$ cat src/rtl/trap_sequencer.sv
// Trap entry sequencer: saves PSW/PC to the vector block and loads the new context.
// Optional TRAP_PENDING_EN latches irq rising edges instead of using irq levels.
module trap_sequencer #(
    parameter int NUM_SRC = 4,
    parameter int VW      = $clog2(NUM_SRC + 1)
) (
    input  logic               clk,
    input  logic               reset,
    input  logic [NUM_SRC-1:0] irq,
    input  logic               fault,
    input  logic               privileged,
    input  logic               take,
    output logic               trap_req,
    output logic               busy,
    output logic               done,
    output logic [NUM_SRC-1:0] irq_ack,
    output logic               fault_ack,
    output logic [VW-1:0]      vec_idx,
    output logic               con_ROM_out,
    output logic               GPR_in,
    output logic               GPR_out,
    output logic               MAR_in,
    output logic               MDR_in,
    output logic               MDR_out,
    output logic               PSW_in,
    output logic               PSW_out,
    output logic               RAM_enable_read,
    output logic               RAM_enable_write,
    output logic               Y_in,
    output logic               Z_in,
    output logic               Z_out,
    output logic [2:0]         GPR_select,
    output logic [2:0]         ALU_control
);

    typedef enum logic [3:0] {
        IDLE, VEC, SPSW, A1, SPC, A2, LPSW, A3, LPC
    } state_t;

    state_t             state, state_nxt;
    logic [VW-1:0]      vec_nxt;
    logic [VW-1:0]      winner;
    logic [NUM_SRC-1:0] pending;

`ifdef TRAP_PENDING_EN
    logic [NUM_SRC-1:0] irq_q;

    // A new edge wins over the ack that clears the same source.
    always_ff @(posedge clk or posedge reset) begin
        if (reset) begin
            irq_q   <= '0;
            pending <= '0;
        end else begin
            irq_q   <= irq;
            pending <= (pending & ~irq_ack) | (irq & ~irq_q);
        end
    end
`else
    assign pending = irq;
`endif

    assign trap_req = fault | (|pending & ~privileged);

    always_comb begin
        winner = '0;
        if (!fault) begin
            for (int i = NUM_SRC - 1; i >= 0; i--) begin
                if (pending[i]) winner = VW'(i + 1);
            end
        end
    end

    always_ff @(posedge clk or posedge reset) begin
        if (reset) begin
            state   <= IDLE;
            vec_idx <= '0;
        end else begin
            state   <= state_nxt;
            vec_idx <= vec_nxt;
        end
    end

    always_comb begin
        state_nxt = state;
        vec_nxt   = vec_idx;
        case (state)
            IDLE: begin
                if (take && trap_req) begin
                    state_nxt = VEC;
                    vec_nxt   = winner;
                end
            end
            VEC:  state_nxt = SPSW;
            SPSW: state_nxt = A1;
            A1:   state_nxt = SPC;
            SPC:  state_nxt = A2;
            A2:   state_nxt = LPSW;
            LPSW: state_nxt = A3;
            A3:   state_nxt = LPC;
            LPC: begin
                state_nxt = IDLE;
                vec_nxt   = '0;
            end
            default: begin
                state_nxt = IDLE;
                vec_nxt   = '0;
            end
        endcase
    end

    always_comb begin
        busy             = (state != IDLE);
        done             = 1'b0;
        irq_ack          = '0;
        fault_ack        = 1'b0;
        con_ROM_out      = 1'b0;
        GPR_in           = 1'b0;
        GPR_out          = 1'b0;
        MAR_in           = 1'b0;
        MDR_in           = 1'b0;
        MDR_out          = 1'b0;
        PSW_in           = 1'b0;
        PSW_out          = 1'b0;
        RAM_enable_read  = 1'b0;
        RAM_enable_write = 1'b0;
        Y_in             = 1'b0;
        Z_in             = 1'b0;
        Z_out            = 1'b0;
        GPR_select       = 3'b000;
        ALU_control      = 3'b000;
        case (state)
            VEC: begin
                con_ROM_out = 1'b1;
                MAR_in      = 1'b1;
                Y_in        = 1'b1;
            end
            SPSW: begin
                PSW_out          = 1'b1;
                MDR_in           = 1'b1;
                RAM_enable_write = 1'b1;
                ALU_control      = 3'b010;
                Z_in             = 1'b1;
            end
            A1: begin
                Z_out  = 1'b1;
                MAR_in = 1'b1;
                Y_in   = 1'b1;
            end
            SPC: begin
                GPR_out          = 1'b1;
                GPR_select       = 3'b001;
                MDR_in           = 1'b1;
                RAM_enable_write = 1'b1;
                ALU_control      = 3'b010;
                Z_in             = 1'b1;
            end
            A2: begin
                Z_out           = 1'b1;
                MAR_in          = 1'b1;
                Y_in            = 1'b1;
                RAM_enable_read = 1'b1;
            end
            LPSW: begin
                MDR_out     = 1'b1;
                PSW_in      = 1'b1;
                ALU_control = 3'b010;
                Z_in        = 1'b1;
            end
            A3: begin
                Z_out           = 1'b1;
                MAR_in          = 1'b1;
                RAM_enable_read = 1'b1;
            end
            LPC: begin
                MDR_out    = 1'b1;
                GPR_in     = 1'b1;
                GPR_select = 3'b001;
                done       = 1'b1;
                fault_ack  = (vec_idx == '0);
                for (int i = 0; i < NUM_SRC; i++) begin
                    irq_ack[i] = (vec_idx == VW'(i + 1));
                end
            end
            default: ;
        endcase
    end

endmodule
$ cat config.mk
export PLATFORM = sky130hd
export DESIGN_NAME = trap_sequencer
export DESIGN_NICKNAME = d
export VERILOG_FILES = /design/src/rtl/trap_sequencer.sv
export SDC_FILE = /design/constraint.sdc
export NUM_CORES = 1
export LEC_CHECK = 0
export ABC_AREA = 1
export CAP_MARGIN = 20
export CORE_UTILIZATION = 34
export DETAILED_ROUTE_END_ITERATION = 16
export GPL_ROUTABILITY_DRIVEN = 0
export MAX_ROUTING_LAYER = met4
export PLACE_DENSITY = 0.86
export SYNTH_ARGS = -nofsm -noshare
export SYNTH_HDL_FRONTEND = slang
export SYNTH_SLANG_ARGS = --single-unit
export TNS_END_PERCENT = 20
$ cat constraint.sdc
create_clock -name clk -period 1.8 [get_ports clk]
set_input_delay 0.45 -clock clk [delete_from_list [all_inputs] [get_ports clk]]
set_output_delay 0.45 -clock clk [all_outputs]
set_load 0.02 [all_outputs]
# Word-level counts from Yosys, hierarchy flattened
# Cells that the tools add are included.
# word_totals
input_bits	9
elab_cells	59
rom_bits	0
latch_bits	0
ff_bits	7
mem_bits_rw	0
n_memories	0
# classes
addsub	0
mul	0
n_reduce_logical	15
shift	0
bitwise	4
n_lt_le_gt_ge	0
eq_ne	13
n_div	0
mux	25
# ops
op	n
$pmux W4 S8	1
$mux W3	6
$eq A4 B3 Y1 const B	4
$mux W1	14
$reduce_or A3 Y1	3
$eq A4 B2 Y1 const B	2
$mux W4	2
$reduce_or A2 Y1	4
$reduce_or A4 Y1	2
$reduce_or A7 Y1	1
$eq A3 B2 Y1 const B	2
$pmux W3 S2	1
$eq A4 B1 Y1 const B	1
$eq A4 B4 Y1 const B	1
$logic_not A4 Y1	1
$reduce_bool A4 Y1	1
$eq A3 B1 Y1 const B	1
$eq A3 B3 Y1 const B	1
$logic_not A3 Y1	1
$mux W2	1
$ne A2 B2 Y1 const B	1
$not A1 Y1	2
$reduce_and A2 Y1	1
$and A1 B1 Y1	1
2 further kinds	2

# Logic depth before layout (Yosys ltp)
# logic_depth
ltp_word	7
mapped_depth	9
depth_no_buf	9

# Least setup slack after synthesis
# OpenSTA, ideal clock, no wires.
# synth_path
path_type	register to output
from	register state[3]
to	output ALU_control[1]
stages_incl_launch_ff	6
arrival_time_ns	1.641
path_slack_ns	-0.291
n_path_buf	1
cell_sequence	dfrtp_1 > nor2_1 > inv_2 > nor3_1 > or2_1 > buf_4
# synth_between
elab_chain_len	3
# synth_lines
item	line_no	rtl
from (decl)	40	state_t state, state_nxt;
from (signal assigned)	78	state <= state_nxt;
$eq A4 B3 Y1 or $eq A4 B2 Y1 (tied branches)	131	case (state)
$reduce_or A3 Y1 (no source line) (*)	n/a	
$mux W2 (*)	131	
to (decl)	33	output logic [2:0] ALU_control
# Mark *: on every way between the ends. The rest lies on a longest branch, timed or not.

# Worst setup path in the final report
# layout_path
from	register state[2]
to	output ALU_control[1]
# Same word-level chain as after synthesis.

==> summary.md <==
| Metric | Value |
|---|---|
| Critical path fanouts, max | `3` |
| First-pass GRT wire length | `approximately 3200 µm` |
| Mapped Area | `around 550 µm²` |
| DR pass1 iterations | `5` |
| Post-DRT Antenna Nets | `0` |
| Die area | `1790 µm²` |
| Worst-path clk slew | `around 0.060 ns` |
| # Max-Cap Violations | `0` |
| Adder and majority gate portion of the synthesized area | `0` |
| Root Buffer | `clkbuf_4` |
| Cells along the critical path | `inv_2, nor2_2, inv_2, nor2_4, or2_4, or2_4, buf_6` |
| Clock Latency Late Sink | `around 0.25 ns` |
| Fin util | `0.756` |
| Starting density of the core | `0.367` |
| Initial antenna violation count | `0` |
| IO Port Bufs | `34` |
| Syn avg cell area | `6.36 µm²` |
| Die Width | `~42 µm` |
| # IOs | `39` |
| Failing checks | `negative setup slack` |
| CTS Buffer Depth | `2` |
| # DRC | `0` |
| Filler cells | `about 110` |
| Area share of and/or/nand/nor cells after synthesis | `0.407` |
| Row count | `14` |
| Endpoints failing hold | `0` |
| Pleak | `~0.65 nW` |
| Setup violators final | `11` |
| Kind of critical path | `flip-flop to output pin` |
| Drt wl/cell | `about 13 µm` |
| Num CTS Buffers | `3` |
| Largest net degree at the start of global routing | `8` |
| CTS hold repair buffers | `0` |
| Vias per cell | `roughly 5.0` |
| Remaining Overflow, GRT | `0` |
| Final count of pins violating max slew | `0` |
| CTS tree | `built` |
| DP HPWL | `1410 µm` |
| Post-route worst setup slack | `-0.225 ns` |
| CP max stage delay | `0.43 ns` |
| Crit path arrival time | `~1.6 ns` |
| Core region area | `between 1500 and 2000 µm²` |
| Compound-Gate Fraction of Synth Area | `0.0588` |
| Layout area overhead | `106%` |
| Fin crit period | `2.02 ns` |
| Number of global-route vias before repair | `~770` |
| Post-synthesis cell count | `between 80 and 90` |
| CP endpoint kind | `output pin` |
| WL final | `~2100 µm` |
| Placed insts | `156` |
| Ant. Diodes | `0` |
| Fraction of final layout cells sized beyond drive strength 1 | `0.514` |
| Hold Path Class | `primary input to asynchronous set/reset pin` |
| Nets | `between 150 and 200` |
| Vias | `just over 800` |
| R2r setup slk | `about 0.36 ns` |
| Slowest CP cell | `dfrtp_1` |
| RSZ-0062 raised after global routing | `true` |
| Status | `complete, but fails checks` |
| Fmax | `about 500 MHz` |
| Synth unique cells | `18` |
| Post-Synth XOR/XNOR Area | `0` |
| Clock sinks | `7` |
| Worst path required time | `1.35 ns` |
| Layout Cells excl Fill | `around 160` |
| H-tree Lvls | `1` |
| GRT Util Overall | `0.236` |
| Die height | `roughly 42 µm` |
| Power Density | `1860 nW/µm²` |
| Largest family of logic cells by synthesized area | `simple AND/OR/NAND/NOR gates` |
| Post-synthesis mux area share | `0` |
| Ys Warns | `0` |
| 1st-iter DRT viols | `19` |
| Worst Setup Start Kind | `flip-flop` |
| Final Cycle Share | `1.12` |
| Register bit total from synthesis | `7` |
| Max VDD drop | `~0.00099 V` |
| Worst clock skew | `between 0.006 and 0.007 ns` |
| Sequential share of the synthesized area | `0.317` |
area by class of cell:
class                   instances  area (µm²)  share of cell area
inverters                      17        63.8              0.0560
well taps                      16        20.0              0.0176
repair buffers                 61         490               0.431
flip-flops and latches          7         176               0.155
clock buffers                   4        26.3              0.0231
multi-input cells              59         362               0.318
registers in the layout, summed over array words and instances, names as in the netlist:
signal	flops
state	4
vec_idx	3
critical path: cells and delay by family (launching register included):
kind / cells / cell delay, ns
buf+inv: 3 / 0.32
flops: 1 / 0.43
simple gates: 4 / 0.57
power breakdown:
| group | internal (W) | switching [W] | leakage [nW] |
|---|---|---|---|
| Combinational | 0.000768 | 0.000908 | 0.547 |
| Sequential | 0.000219 | 0.0000826 | 0.0901 |
| Clock | 0.0000846 | 0.0000574 | 0.0150 |
| Total | 0.00107 | 0.00105 | 0.652 |
synth_stat cells, drive strengths merged:
library cell   n  area share
a211oi         1       0.014
a21oi          1      0.0090
buf            7       0.095
conb           1      0.0068
dfrtp          7        0.32
inv           17        0.12
nand2         19        0.13
nand3          4       0.036
nor2          13       0.097
nor3           7       0.072
nor4           3       0.034
o21ai          4       0.036
or2            3       0.038
layer usage:
metal,share of wire,GRT usage,up-vias
met5,0,-,-
met4,0.022,0.131,0
met1,0.36,0.264,378
met2,0.54,0.406,58
li1,-,-,380
met3,0.083,0.0259,8
final timing paths:
kind                                  from        endpoint  cells past startpoint
worst max register to register    state[2]      vec_idx[0]                      7
min in group clk                vec_idx[0]      vec_idx[0]                      2
worst min register to register  vec_idx[0]      vec_idx[0]                      2
worst min-delay path                 reset        state[0]                      2
worst max-delay path              state[2]  ALU_control[1]                      7
max in group asynchronous            reset        state[1]                      2
stage by stage:
stage                     area [µm²]  hold slack [ns]  total power, W  setup TNS (ns)  setup WS, ns
after floorplan                  583            0.253         0.00105          -0.452        -0.124
after global placement          1060            0.535         0.00174           -3.82        -0.381
after detailed placement        1060            0.562         0.00178           -4.61        -0.426
after CTS                       1080            0.468         0.00195           -1.04        -0.202
after global routing            1140            0.500         0.00223           -1.74        -0.255
final                           1140            0.471         0.00212          -0.843        -0.225
placed cells by master (no fill, tap or decap), types with 4 or more instances in the layout:
cell	Yosys	routed
conb_1	1	4
inv_1	15	13
buf_6	0	4
nand2_1	19	19
dfrtp_1	7	6
buf_2	0	8
nor2_1	11	7
inv_2	2	4
nor2_2	2	4
buf_4	7	36
clkdlybuf4s50_1	0	8
logic make-up (layout without fill, tap and decap cells):
logic type             after synthesis  after routing
AOI/OAI and AO/OA                    6              6
DFF                                  7              7
other                                1              4
buffers and inverters               24             82
and+or+nand+nor                     49             49
timing repair:
action / 4_1_cts / 5_1_grt
setup buffers: 3 / 1
gates resized for setup: 106 / 32
pin swaps: 2 / 4
setup endpoints to repair: 25 / 23
(Power assumes the default switching activity.)
